File: src/rtl/uart_tx_arbiter_if.sv
// Handshake bundle between byte requesters, the uart_tx arbiter and uart_tx.
// The master side is the client/uart environment; the slave side is the arbiter.
interface uart_tx_arbiter_if #(
    parameter int N_REQ  = 4,
    parameter int DATA_W = 8
);
    localparam int IDW = $clog2(N_REQ);

    logic [N_REQ-1:0]        req_valid;
    logic [N_REQ*DATA_W-1:0] req_data;
    logic [N_REQ-1:0]        req_lock;
    logic [N_REQ-1:0]        req_ready;
    logic [DATA_W-1:0]       tx_data;
    logic                    tx_valid;
    logic                    tx_ready;
    logic [IDW-1:0]          grant_id;
    logic                    locked;
    logic                    busy;

    modport master (
        output req_valid, req_data, req_lock, tx_ready,
        input  req_ready, tx_data, tx_valid, grant_id, locked, busy
    );

    modport slave (
        input  req_valid, req_data, req_lock, tx_ready,
        output req_ready, tx_data, tx_valid, grant_id, locked, busy
    );
endinterface

File: src/rtl/uart_tx_arbiter.sv
// Round-robin arbiter sharing one uart_tx between N_REQ byte requesters.
// A granted byte is presented to uart_tx, the frame is waited out, and only
// then is the next grant made. An owner may lock the grant across a packet;
// the lock ends when the owner drops req_lock or stays idle for LOCK_TO cycles.
module uart_tx_arbiter #(
    parameter int N_REQ   = 4,
    parameter int DATA_W  = 8,
    parameter int LOCK_TO = 1024
) (
    input logic                clk,
    input logic                rst,
    uart_tx_arbiter_if.slave   bus
);
    localparam int IDW = $clog2(N_REQ);
    localparam int CW  = $clog2(LOCK_TO + 1);

    localparam logic [1:0] IDLE = 2'd0;
    localparam logic [1:0] SEND = 2'd1;
    localparam logic [1:0] BUSY = 2'd2;

    logic [1:0]        state_r;
    logic [DATA_W-1:0] tx_data_r;
    logic              tx_valid_r;
    logic [IDW-1:0]    grant_id_r;
    logic [IDW-1:0]    ptr_r;
    logic              locked_r;
    logic [CW-1:0]     cnt_r;

    logic [N_REQ-1:0]  cand_s;
    logic [IDW-1:0]    idx_s;
    logic [IDW-1:0]    winner_s;
    logic              found_s;
    logic              lock_rel_s;
    logic              grant_s;
    logic [N_REQ-1:0]  ready_s;

    // Candidate set and first candidate at or after the round-robin pointer.
    always_comb begin
        cand_s   = '0;
        idx_s    = '0;
        winner_s = '0;
        found_s  = 1'b0;
        if (locked_r) begin
            cand_s[grant_id_r] = bus.req_valid[grant_id_r];
        end else begin
            cand_s = bus.req_valid;
        end
        for (int k = 0; k < N_REQ; k++) begin
            idx_s = IDW'((int'(ptr_r) + k) % N_REQ);
            if (!found_s && cand_s[idx_s]) begin
                found_s  = 1'b1;
                winner_s = idx_s;
            end else begin
                found_s  = found_s;
            end
        end
    end

    // A locked owner that dropped req_lock in IDLE gives up the lock instead of being granted.
    assign lock_rel_s = locked_r && !bus.req_lock[grant_id_r];
    assign grant_s    = (state_r == IDLE) && bus.tx_ready && found_s && !lock_rel_s;

    // One-hot ready to the winner; forced low while reset is asserted.
    always_comb begin
        ready_s = '0;
        if (grant_s && rst) begin
            ready_s[winner_s] = 1'b1;
        end else begin
            ready_s = '0;
        end
    end

    // Main FSM: grant in IDLE, present byte in SEND, wait for frame end in BUSY.
    always_ff @(posedge clk or negedge rst) begin
        if (!rst) begin
            state_r    <= IDLE;
            tx_data_r  <= '0;
            tx_valid_r <= 1'b0;
            grant_id_r <= '0;
            ptr_r      <= '0;
            locked_r   <= 1'b0;
            cnt_r      <= '0;
        end else begin
            case (state_r)
                IDLE: begin
                    if (grant_s) begin
                        tx_data_r  <= bus.req_data[int'(winner_s)*DATA_W +: DATA_W];
                        tx_valid_r <= 1'b1;
                        grant_id_r <= winner_s;
                        ptr_r      <= (winner_s == IDW'(N_REQ - 1)) ? '0 : winner_s + 1'b1;
                        locked_r   <= bus.req_lock[winner_s];
                        cnt_r      <= '0;
                        state_r    <= SEND;
                    end else if (lock_rel_s) begin
                        locked_r <= 1'b0;
                        cnt_r    <= '0;
                    end else if (locked_r && !bus.req_valid[grant_id_r]) begin
                        // Idle timeout for a locked owner; the counter never wraps.
                        if (cnt_r == CW'(LOCK_TO - 1)) begin
                            locked_r <= 1'b0;
                            cnt_r    <= '0;
                        end else if (cnt_r != {CW{1'b1}}) begin
                            cnt_r <= cnt_r + 1'b1;
                        end
                    end
                end
                SEND: begin
                    // uart_tx dropping tx_ready means it captured the byte.
                    if (!bus.tx_ready) begin
                        tx_valid_r <= 1'b0;
                        state_r    <= BUSY;
                    end
                end
                BUSY: begin
                    if (bus.tx_ready) begin
                        state_r <= IDLE;
                    end
                end
                default: begin
                    tx_valid_r <= 1'b0;
                    state_r    <= IDLE;
                end
            endcase
        end
    end

    assign bus.req_ready = ready_s;
    assign bus.tx_data   = tx_data_r;
    assign bus.tx_valid  = tx_valid_r;
    assign bus.grant_id  = grant_id_r;
    assign bus.locked    = locked_r;
    assign bus.busy      = (state_r != IDLE);
endmodule

File: src/flat_wrapper.sv
// flat-port wrapper written by rule: the top's interface ports become plain ports
module uart_tx_arbiter_flat 
#(
    parameter int N_REQ   = 4,
    parameter int DATA_W  = 8,
    parameter int LOCK_TO = 1024
)
  (clk, rst, bus_req_valid, bus_req_data, bus_req_lock, bus_tx_ready, bus_req_ready, bus_tx_data, bus_tx_valid, bus_grant_id, bus_locked, bus_busy);
  uart_tx_arbiter_if #(.N_REQ(N_REQ), .DATA_W(DATA_W)) bus_i ();
  input logic clk;
  input logic rst;
  input wire logic [$bits(bus_i.req_valid)-1:0] bus_req_valid;
  input wire logic [$bits(bus_i.req_data)-1:0] bus_req_data;
  input wire logic [$bits(bus_i.req_lock)-1:0] bus_req_lock;
  input wire logic [$bits(bus_i.tx_ready)-1:0] bus_tx_ready;
  output wire logic [$bits(bus_i.req_ready)-1:0] bus_req_ready;
  output wire logic [$bits(bus_i.tx_data)-1:0] bus_tx_data;
  output wire logic [$bits(bus_i.tx_valid)-1:0] bus_tx_valid;
  output wire logic [$bits(bus_i.grant_id)-1:0] bus_grant_id;
  output wire logic [$bits(bus_i.locked)-1:0] bus_locked;
  output wire logic [$bits(bus_i.busy)-1:0] bus_busy;
  assign bus_i.req_valid = bus_req_valid;
  assign bus_i.req_data = bus_req_data;
  assign bus_i.req_lock = bus_req_lock;
  assign bus_i.tx_ready = bus_tx_ready;
  assign bus_req_ready = bus_i.req_ready;
  assign bus_tx_data = bus_i.tx_data;
  assign bus_tx_valid = bus_i.tx_valid;
  assign bus_grant_id = bus_i.grant_id;
  assign bus_locked = bus_i.locked;
  assign bus_busy = bus_i.busy;
  uart_tx_arbiter #(.N_REQ(N_REQ), .DATA_W(DATA_W), .LOCK_TO(LOCK_TO)) u_core (.clk(clk), .rst(rst), .bus(bus_i));
endmodule
File: config.mk
export PLATFORM = sky130hd
export DESIGN_NAME = uart_tx_arbiter_flat
export DESIGN_NICKNAME = d
export VERILOG_FILES = /design/src/rtl/uart_tx_arbiter_if.sv /design/src/rtl/uart_tx_arbiter.sv /design/src/flat_wrapper.sv
export SDC_FILE = /design/constraint.sdc
export NUM_CORES = 1
export LEC_CHECK = 0
export CORE_ASPECT_RATIO = 1.4
export CORE_UTILIZATION = 63
export CTS_BUF_LIST = sky130_fd_sc_hd__clkbuf_8
export CTS_CLUSTER_SIZE = 8
export DETAILED_ROUTE_END_ITERATION = 12
export DONT_BUFFER_PORTS = 1
export PLACE_DENSITY = 0.76
export SYNTH_ARGS = -nofsm -noshare
export SYNTH_HDL_FRONTEND = slang
export SYNTH_SLANG_ARGS = --single-unit
File: constraint.sdc
create_clock -name clk -period 3.3 [get_ports clk]
set_input_delay 0.66 -clock clk [delete_from_list [all_inputs] [get_ports clk]]
set_output_delay 0.66 -clock clk [all_outputs]
set_load 0.02 [all_outputs]
==> results of run 1 <==
[cell families after synthesis]
logic type	synth area share, %
and+or+nand+nor	20.1
muxes	12.4
buffers and inverters	4.79
AOI/OAI and AO/OA	20.5
adders and majority gates	3.42
DFF	37.0
xor gates and xnor gates	1.92
[placed cells by master (no fill, tap or decap), types with 2 or more instances in the layout]
| master | instances |
|---|---|
| or2_2 | 2 |
| and3_1 | 6 |
| nand2b_1 | 3 |
| xnor2_1 | 4 |
| nor2b_1 | 2 |
| mux2i_1 | 17 |
| inv_1 | 9 |
| o21ai_0 | 13 |
| mux4_2 | 2 |
| nand2_1 | 21 |
| a21boi_0 | 3 |
| buf_4 | 4 |
| nand4_1 | 3 |
| nand3b_1 | 2 |
| clkbuf_8 | 3 |
| or4_1 | 3 |
| o221ai_1 | 8 |
| a31oi_1 | 4 |
| o31ai_1 | 3 |
| or3_1 | 3 |
| ha_1 | 5 |
| o41ai_1 | 2 |
| nand3_1 | 9 |
| a211o_1 | 2 |
| a21oi_1 | 12 |
| nor2_1 | 13 |
| dfrtp_1 | 27 |
| o211ai_1 | 2 |
[stage by stage]
stage	area (µm²)	worst slack, ps	total power, mW	instances	utilization, %
floorplan	1830	428	1.30	203	-
detailed placement	1850	373	1.48	234	68.7
CTS	1900	61.5	1.68	238	70.5
global placement	1850	490	1.42	234	68.7
finish	1910	288	1.68	238	70.7
global route	1910	115	1.79	238	70.7
[flip-flops by register name, indices dropped and copies added (netlist names)]
name and flops:
u_core.bus.tx_valid 1, u_core.state_r 2, u_core.bus.locked 1, u_core.bus.grant_id 2, u_core.cnt_r 11, u_core.ptr_r 2
u_core.bus.tx_data 8
[per-layer routing]
metal / track usage (%) / part of all wire (%)
met1: 29.5 / 36
met2: 55.8 / 56
met3: 5.22 / 5.6
met4: 12.1 / 1.8
met5: 0 / 0
[report_power, final]
part           internal [mW]  switching (mW)  leakage (nW)  total, mW
logic                  0.340           0.497         0.493      0.838
registers              0.442           0.199         0.349      0.641
clock network         0.0860           0.113        0.0217      0.199
[final timing paths]
path                                   startpoint                    end  slack (ps)
max                        u_core.bus.grant_id[0]       bus_req_ready[0]         290
max in group asynchronous                     rst  u_core.bus.tx_data[1]        3160
min in group clk                     bus_tx_ready      u_core.state_r[1]         430
min reg2reg                       u_core.cnt_r[9]        u_core.cnt_r[9]         560
min                                           rst        u_core.cnt_r[7]          60
max reg2reg                u_core.bus.grant_id[0]        u_core.cnt_r[5]         670
[synth_stat cells, types with 4 or more instances]
library cell / number
dfrtp_1: 27
nand2_1: 21
mux2i_1: 17
nor2_1: 13
o21ai_0: 13
a21oi_1: 12
inv_1: 9
nand3_1: 9
o221ai_1: 8
and3_1: 6
clkbuf_1: 6
ha_1: 5
a31oi_1: 4
xnor2_1: 4
[layout make-up]
type | instances | area, µm² | area share [%]
Clock buffer | 3 | 41.3 | 2.17
Clock inverter | 1 | 7.51 | 0.394
Inverter | 10 | 37.5 | 1.97
Multi-Input combinational cell | 157 | 1070 | 56.1
Sequential cell | 27 | 676 | 35.4
Tap cell | 36 | 45.0 | 2.36
Timing Repair Buffer | 4 | 30.0 | 1.57
[repair_timing]
item	CTS	global route
gates resized for setup	0	1
endpoints found under the setup margin	0	4
hold buffers	0	0
==> impl_metrics.env, run 1 <==
export IMPL_worstSkewPairLatency_ps=280
export IMPL_fin_crit_ps=3010
export IMPL_io_pins=60
export IMPL_fmax_mhz=332
export IMPL_routed_wl_um=4340
export IMPL_post_drt_wl_per_cell_um=18.2
export IMPL_ys_flop_type="dfrtp_1"
export IMPL_hold_violations=0
export IMPL_die_h_um=65.7
export IMPL_power_leakage_nw=0.863
export IMPL_grt_util_all_layers_pct=29.7
export IMPL_ff2ff_path_depth=6
export IMPL_cts_buffer_depth=2
export IMPL_n_antenna_cell=0
export IMPL_worstSetupEndpointType="primary output"
export IMPL_worstMarginPinSlew_ps=610
export IMPL_ys_seq_elements=27
export IMPL_gr_total_overflow=0
export IMPL_critPathMaxFanout=11
export IMPL_rsz0062_at_grt="false"
export IMPL_synth_top_cell_by_area="dfrtp_1"
export IMPL_status="finished, final reports clean"
export IMPL_synth_async_reset_ratio_pct=100
export IMPL_worst_path_stages=5
export IMPL_grt_pass1_vias=1549
export IMPL_syn_area_per_cell_um2=9.00
export IMPL_antenna_left=0
export IMPL_power_per_cell_area_nw_per_um2=880
export IMPL_crit_buf_inv=1
export IMPL_netlist_instances=203
export IMPL_fin_worst_skew_ps=3.94
export IMPL_yosys_warnings=0
export IMPL_synth_cell_types=42
export IMPL_syn_nets=251
export IMPL_first_pass_iters=5
export IMPL_fp_row_count=22
export IMPL_hp_class="input port to async pin"
export IMPL_worst_ep_arrival_time_ps=2350
export IMPL_die_area_um2=3120
export IMPL_max_stage_delay_ps=650
export IMPL_finalNetCount=251
export IMPL_vias=1620
export IMPL_grt_antenna_before_repair=0
export IMPL_first_iter_violations=56
export IMPL_synthTopCellsByArea="dfrtp_1 37%, mux2i_1 9.3%, nand2_1 4.3%"
export IMPL_yosys_area_top_type_share_pct=37.0
export IMPL_numCtsBuffers=3
export IMPL_syn2layout_area_growth_pct=4.31
export IMPL_netlist_area_um2=1830
export IMPL_core_um2=2700
export IMPL_cap_violations=0
export IMPL_clk_pin_slew_ps=100
export IMPL_slew_headroom_pct=59.3
export IMPL_cp_slowest_cell="dfrtp_1"
export IMPL_tritoncts="yes"
export IMPL_viasPerCell=6.81
export IMPL_fin_hold_ws_ps=56.9
export IMPL_slew_violations=0
export IMPL_dp_hpwl_um=3340
export IMPL_crit_chain="inv_1 > o21ai_0 > a22oi_1 > nor3_2 > and3_1"
export IMPL_grt_start_max_net_pins=32
export IMPL_start_util_pct=67.8
export IMPL_synth_edf_count=0
export IMPL_peakVddDrop_uv=584
export IMPL_cp_top_family="simple AND/OR/NAND/NOR gates"
export IMPL_fin_crit_sh_pct=91.3
export IMPL_grt_pass1_wl_um=6580
export IMPL_fill_cells=225
export IMPL_h_tree_depth=1
export IMPL_io_buffers=0
export IMPL_cts_setup_buffers=0
export IMPL_setup_tns_ps=0
export IMPL_dieWidth_um=47.5
export IMPL_cts_sinks=27
export IMPL_route_detailed_drc=0
export IMPL_synth_seq_area_share_pct=37.0
export IMPL_ctsRootBufferMaster="clkbuf_8"
export IMPL_critPathKind="register to primary output"
export IMPL_worstSetupStartpointType="register"
export IMPL_drive_gt1_share_pct=7.92
export IMPL_place_congestion=0.952
export IMPL_worstPathRequired_ps=2640
export IMPL_setup_violations_final=0
Power figures use the tool's default switching activity.
==> run 2: changes to the inputs <==
--- a/config.mk
+++ b/config.mk
@@ -6,12 +6,13 @@
 export NUM_CORES = 1
 export LEC_CHECK = 0
 export CORE_ASPECT_RATIO = 1.4
-export CORE_UTILIZATION = 63
+export CORE_MARGIN = 2
+export CORE_UTILIZATION = 55
 export CTS_BUF_LIST = sky130_fd_sc_hd__clkbuf_8
 export CTS_CLUSTER_SIZE = 8
 export DETAILED_ROUTE_END_ITERATION = 12
 export DONT_BUFFER_PORTS = 1
-export PLACE_DENSITY = 0.76
+export PLACE_DENSITY = 0.67
 export SYNTH_ARGS = -nofsm -noshare
 export SYNTH_HDL_FRONTEND = slang
 export SYNTH_SLANG_ARGS = --single-unit
==> impl_metrics.env, run 2 (synthesis results as in run 1) <==
export IMPL_status="finished, final reports clean"
export IMPL_numCtsBuffers=3
export IMPL_largest_reg_flops=11
export IMPL_viasPerCell=6.71
export IMPL_route_detailed_drc=0
export IMPL_finalNetCount=251
export IMPL_die_area_um2=3810
export IMPL_hp_class="input port to async pin"
export IMPL_power_leakage_nw=0.862
export IMPL_cts_sinks=27
export IMPL_h_tree_depth=1
export IMPL_cp_slowest_cell="dfrtp_1"
export IMPL_mostFrequentLayoutCells="26 x dfrtp_1, 21 x nand2_1, 17 x mux2i_1"
export IMPL_cap_violations=0
export IMPL_worstSkewPairLatency_ps=270
export IMPL_max_stage_delay_ps=670
export IMPL_syn2layout_area_growth_pct=4.59
export IMPL_fp_row_count=24
export IMPL_fin_cells=241
export IMPL_dieWidth_um=52.7
export IMPL_grt_pass1_vias=1649
export IMPL_setup_violations_final=0
export IMPL_regMostFlops="u_core.cnt_r"
export IMPL_post_drt_wl_per_cell_um=18.8
export IMPL_rsz0062_at_grt="false"
export IMPL_crit_buf_inv=0
export IMPL_place_congestion=0.848
export IMPL_clk_pin_slew_ps=100
export IMPL_n_antenna_cell=0
export IMPL_grt_pass1_wl_um=7300
export IMPL_utilization_pct=60.6
export IMPL_fin_crit_ps=3040
export IMPL_critPathMaxFanout=11
export IMPL_routed_wl_um=4530
export IMPL_pre_cts_ws_ps=293
export IMPL_slew_violations=0
export IMPL_vias=1617
export IMPL_fmax_mhz=329
export IMPL_slew_headroom_pct=63.2
export IMPL_worstMarginPinSlew_ps=552
export IMPL_dpl_cell_count=237
export IMPL_peakVddDrop_uv=575
export IMPL_hold_violations=0
export IMPL_ctsRootBufferMaster="clkbuf_8"
export IMPL_grt_antenna_before_repair=0
export IMPL_tritoncts="yes"
export IMPL_gr_total_overflow=0
export IMPL_io_buffers=0
export IMPL_power_per_cell_area_nw_per_um2=879
export IMPL_layout_commonest_cell="dfrtp_1"
export IMPL_setup_tns_ps=0
export IMPL_io_pins=60
export IMPL_worstSetupStartpointType="register"
export IMPL_crit_chain="a21boi_0 > o21ai_0 > a22oi_1 > nor3_2 > and3_1"
export IMPL_critPathKind="register to primary output"
export IMPL_worstPathRequired_ps=2640
export IMPL_first_pass_iters=4
export IMPL_final_setup_worst_slack_ps=258
export IMPL_start_util_pct=58.0
export IMPL_grt_util_all_layers_pct=25.1
export IMPL_fin_worst_skew_ps=5.09
export IMPL_worst_ep_arrival_time_ps=2380
export IMPL_die_h_um=72.2
export IMPL_cp_top_family="simple AND/OR/NAND/NOR gates"
export IMPL_worstSetupEndpointType="primary output"
export IMPL_core_um2=3150
export IMPL_cts_buffer_depth=2
export IMPL_antenna_left=0
export IMPL_grt_start_max_net_pins=32
export IMPL_dp_hpwl_um=3430
export IMPL_drive_gt1_share_pct=8.42
export IMPL_fin_crit_sh_pct=92.2
export IMPL_first_iter_violations=64
-- run 2: cell counts in the layout (fill, tap and decap cells not counted) --
Identical to the previous run, type by type.
-- run 2: worst reg2reg max path: cells and delay by family, from the launching register on --
kind / cells / cell delay, ps
and+or+nand+nor: 3 / 1030
muxes: 1 / 570
DFF: 1 / 540
AOI/OAI and AO/OA: 2 / 290
-- run 2: report_power, final --
group | leakage [nW] | total [mW] | switching [mW] | internal, mW
registers | 0.347 | 0.644 | 0.200 | 0.444
clock network | 0.0217 | 0.197 | 0.112 | 0.0857
logic | 0.493 | 0.840 | 0.499 | 0.341
-- run 2: metal layers --
layer	global-route usage [%]	share of wire (%)
met1	27.5	37
met4	11.4	2.1
met2	45.0	55
met3	5.14	5.9
met5	0	0
-- run 2: worst paths after layout --
path                                        start  slack (ps)  cells after the start                 to
max reg2reg                u_core.bus.grant_id[0]         790                      6    u_core.cnt_r[5]
min in group clk                     bus_tx_ready         440                      1  u_core.state_r[1]
max                        u_core.bus.grant_id[1]         260                      5   bus_req_ready[0]
max in group asynchronous                     rst        3160                      0    u_core.cnt_r[7]
min                                           rst          60                      0    u_core.cnt_r[0]
min reg2reg                      u_core.cnt_r[10]         560                      2   u_core.cnt_r[10]
-- run 2: cell type report --
cell class	instances	area [µm²]
clock buffer	3	41.3
multi-input combinational	157	1070
inverter	10	37.5
fill	303	1240
tap	39	48.8
sequential	27	677
clock inverter	1	7.51
timing repair buffer	4	30.0
-- run 2: timing repair --
action	in CTS	in global routing
setup buffers	0	0
hold buffers	0	0
setup endpoints to repair	4	2
gates resized for setup	1	1
-- run 2: metrics by stage --
stage / power (mW) / cell area, µm² / hold slack [ps]
5_1_grt: 1.82 / 1910 / 48.8
3_5_place_dp: 1.48 / 1860 / 365
6_report: 1.68 / 1910 / 63.4
3_3_place_gp: 1.43 / 1860 / 365
4_1_cts: 1.68 / 1910 / 60.7
2_1_floorplan: 1.30 / 1830 / 364
==> run 3: changes to the inputs <==
--- a/config.mk
+++ b/config.mk
@@ -13,6 +13,7 @@
 export DETAILED_ROUTE_END_ITERATION = 12
 export DONT_BUFFER_PORTS = 1
 export PLACE_DENSITY = 0.67
+export SKIP_CTS_REPAIR_TIMING = 1
 export SYNTH_ARGS = -nofsm -noshare
 export SYNTH_HDL_FRONTEND = slang
 export SYNTH_SLANG_ARGS = --single-unit
==> constraint.sdc (replaced) <==
create_clock -name clk -period 3.3 [get_ports clk]
set_input_delay 0 -clock clk [delete_from_list [all_inputs] [get_ports clk]]
set_output_delay 0 -clock clk [all_outputs]
set_load 0.02 [all_outputs]
==> impl_metrics.env, run 3 (synthesis results as in run 1) <==
export IMPL_status="finished with violations"
export IMPL_violations="hold timing"
export IMPL_grt_util_all_layers_pct=23.3
export IMPL_worstSetupEndpointType="register"
export IMPL_clk_pin_slew_ps=100
export IMPL_grt_pass1_wl_um=6760
export IMPL_dp_hpwl_um=3250
export IMPL_setup_violations_final=0
export IMPL_worst_ep_arrival_time_ps=3130
export IMPL_worstSetupStartpointType="register"
export IMPL_numCtsBuffers=3
export IMPL_h_tree_depth=1
export IMPL_finalNetCount=283
export IMPL_place_congestion=0.860
export IMPL_hold_violations=1
export IMPL_fin_cells=273
export IMPL_slew_violations=0
export IMPL_io_buffers=0
export IMPL_grt_start_max_net_pins=32
export IMPL_dieWidth_um=52.7
export IMPL_fin_crit_ps=2940
export IMPL_fin_crit_sh_pct=89.1
export IMPL_total_power_mw=1.81
export IMPL_n_antenna_cell=0
export IMPL_r2r_slack_ps=360
export IMPL_worstSkewPairLatency_ps=290
export IMPL_tritoncts="yes"
export IMPL_first_pass_iters=4
export IMPL_largest_reg_flops=11
export IMPL_fin_worst_skew_ps=7.45
export IMPL_antenna_left=0
export IMPL_start_util_pct=58.0
export IMPL_fmax_mhz=340
export IMPL_slew_headroom_pct=43.4
export IMPL_post_drt_wl_per_cell_um=19.3
export IMPL_critPathKind="register to register"
export IMPL_power_leakage_nw=0.998
export IMPL_pre_cts_ws_ps=518
export IMPL_mostFrequentLayoutCells="33 x dlygate4sd3_1, 27 x dfrtp_1, 21 x nand2_1"
export IMPL_setup_tns_ps=0
export IMPL_regMostFlops="u_core.cnt_r"
export IMPL_ctsRootBufferMaster="clkbuf_8"
export IMPL_vias=1764
export IMPL_routed_wl_um=5260
export IMPL_grt_pass1_vias=1506
export IMPL_hp_class="input port to register"
export IMPL_utilization_pct=71.1
export IMPL_worstPathRequired_ps=3490
export IMPL_grt_antenna_before_repair=0
export IMPL_io_pins=60
export IMPL_final_setup_worst_slack_ps=360
export IMPL_fin_hold_ws_ps=-19.1
export IMPL_die_h_um=72.2
export IMPL_layout_commonest_cell="dlygate4sd3_1"
export IMPL_first_iter_violations=85
export IMPL_fin_area_um2=2240
export IMPL_syn2layout_area_growth_pct=22.6
export IMPL_worstMarginPinSlew_ps=843
export IMPL_dpl_cell_count=235
export IMPL_viasPerCell=6.46
export IMPL_fp_row_count=24
export IMPL_cts_buffer_depth=2
export IMPL_core_um2=3150
export IMPL_cts_sinks=27
export IMPL_power_per_cell_area_nw_per_um2=809
export IMPL_peakVddDrop_uv=685
export IMPL_gr_total_overflow=0
export IMPL_fill_cells=230
export IMPL_die_area_um2=3810
export IMPL_rsz0062_at_grt="false"
export IMPL_cap_violations=0
export IMPL_route_detailed_drc=0
export IMPL_critPathMaxFanout=11
export IMPL_drive_gt1_share_pct=5.98
export IMPL_placement_cell_area_um2=1840
run 3: cell types whose count changed in the layout (fill, tap and decap cells not counted):
cell           delta
dfrtp_2           -1
dlygate4sd3_1    +33
buf_12            +1
nor3_2            -1
nor3_1            +1
buf_4             -2
dfrtp_1           +1
run 3: power by group:
part           switching (mW)  total [mW]  internal [mW]  leakage [nW]
combinational           0.529       0.947          0.417         0.627
clock                   0.118       0.204         0.0861        0.0217
sequential              0.221       0.663          0.442         0.349
run 3: final cells by class:
class | count | area (µm²) | share of cell area, %
tap | 39 | 48.8 | 2.18
clock inverter | 1 | 7.51 | 0.335
multi-input combinational | 157 | 1060 | 47.5
inverter | 10 | 37.5 | 1.68
sequential | 27 | 676 | 30.2
clock buffer | 3 | 41.3 | 1.84
timing repair buffer | 36 | 365 | 16.3
run 3: worst paths after layout:
kind,start,end,depth (start not counted)
setup / recovery,u_core.bus.grant_id[0],u_core.bus.tx_data[6],6
hold / removal,bus_req_data[27],u_core.bus.tx_data[3],2
setup reg to reg,u_core.bus.grant_id[0],u_core.bus.tx_data[6],6
hold reg to reg,u_core.cnt_r[5],u_core.cnt_r[5],2
max in group asynchronous,rst,u_core.state_r[1],2
min in group asynchronous,rst,u_core.cnt_r[8],2
run 3: worst max-delay path, stage by stage (launching register included):
cell and delay [ps]:
dfrtp_1 660, inv_1 150, o21ai_0 330, a22oi_1 190, nor3_1 720, nand2b_1 450, o221ai_1 340
run 3: metal layers:
metal	share of wire [%]	track usage, %
met1	36	27.4
met2	53	40.4
met3	7.9	3.29
met4	2.2	12.0
met5	0	0
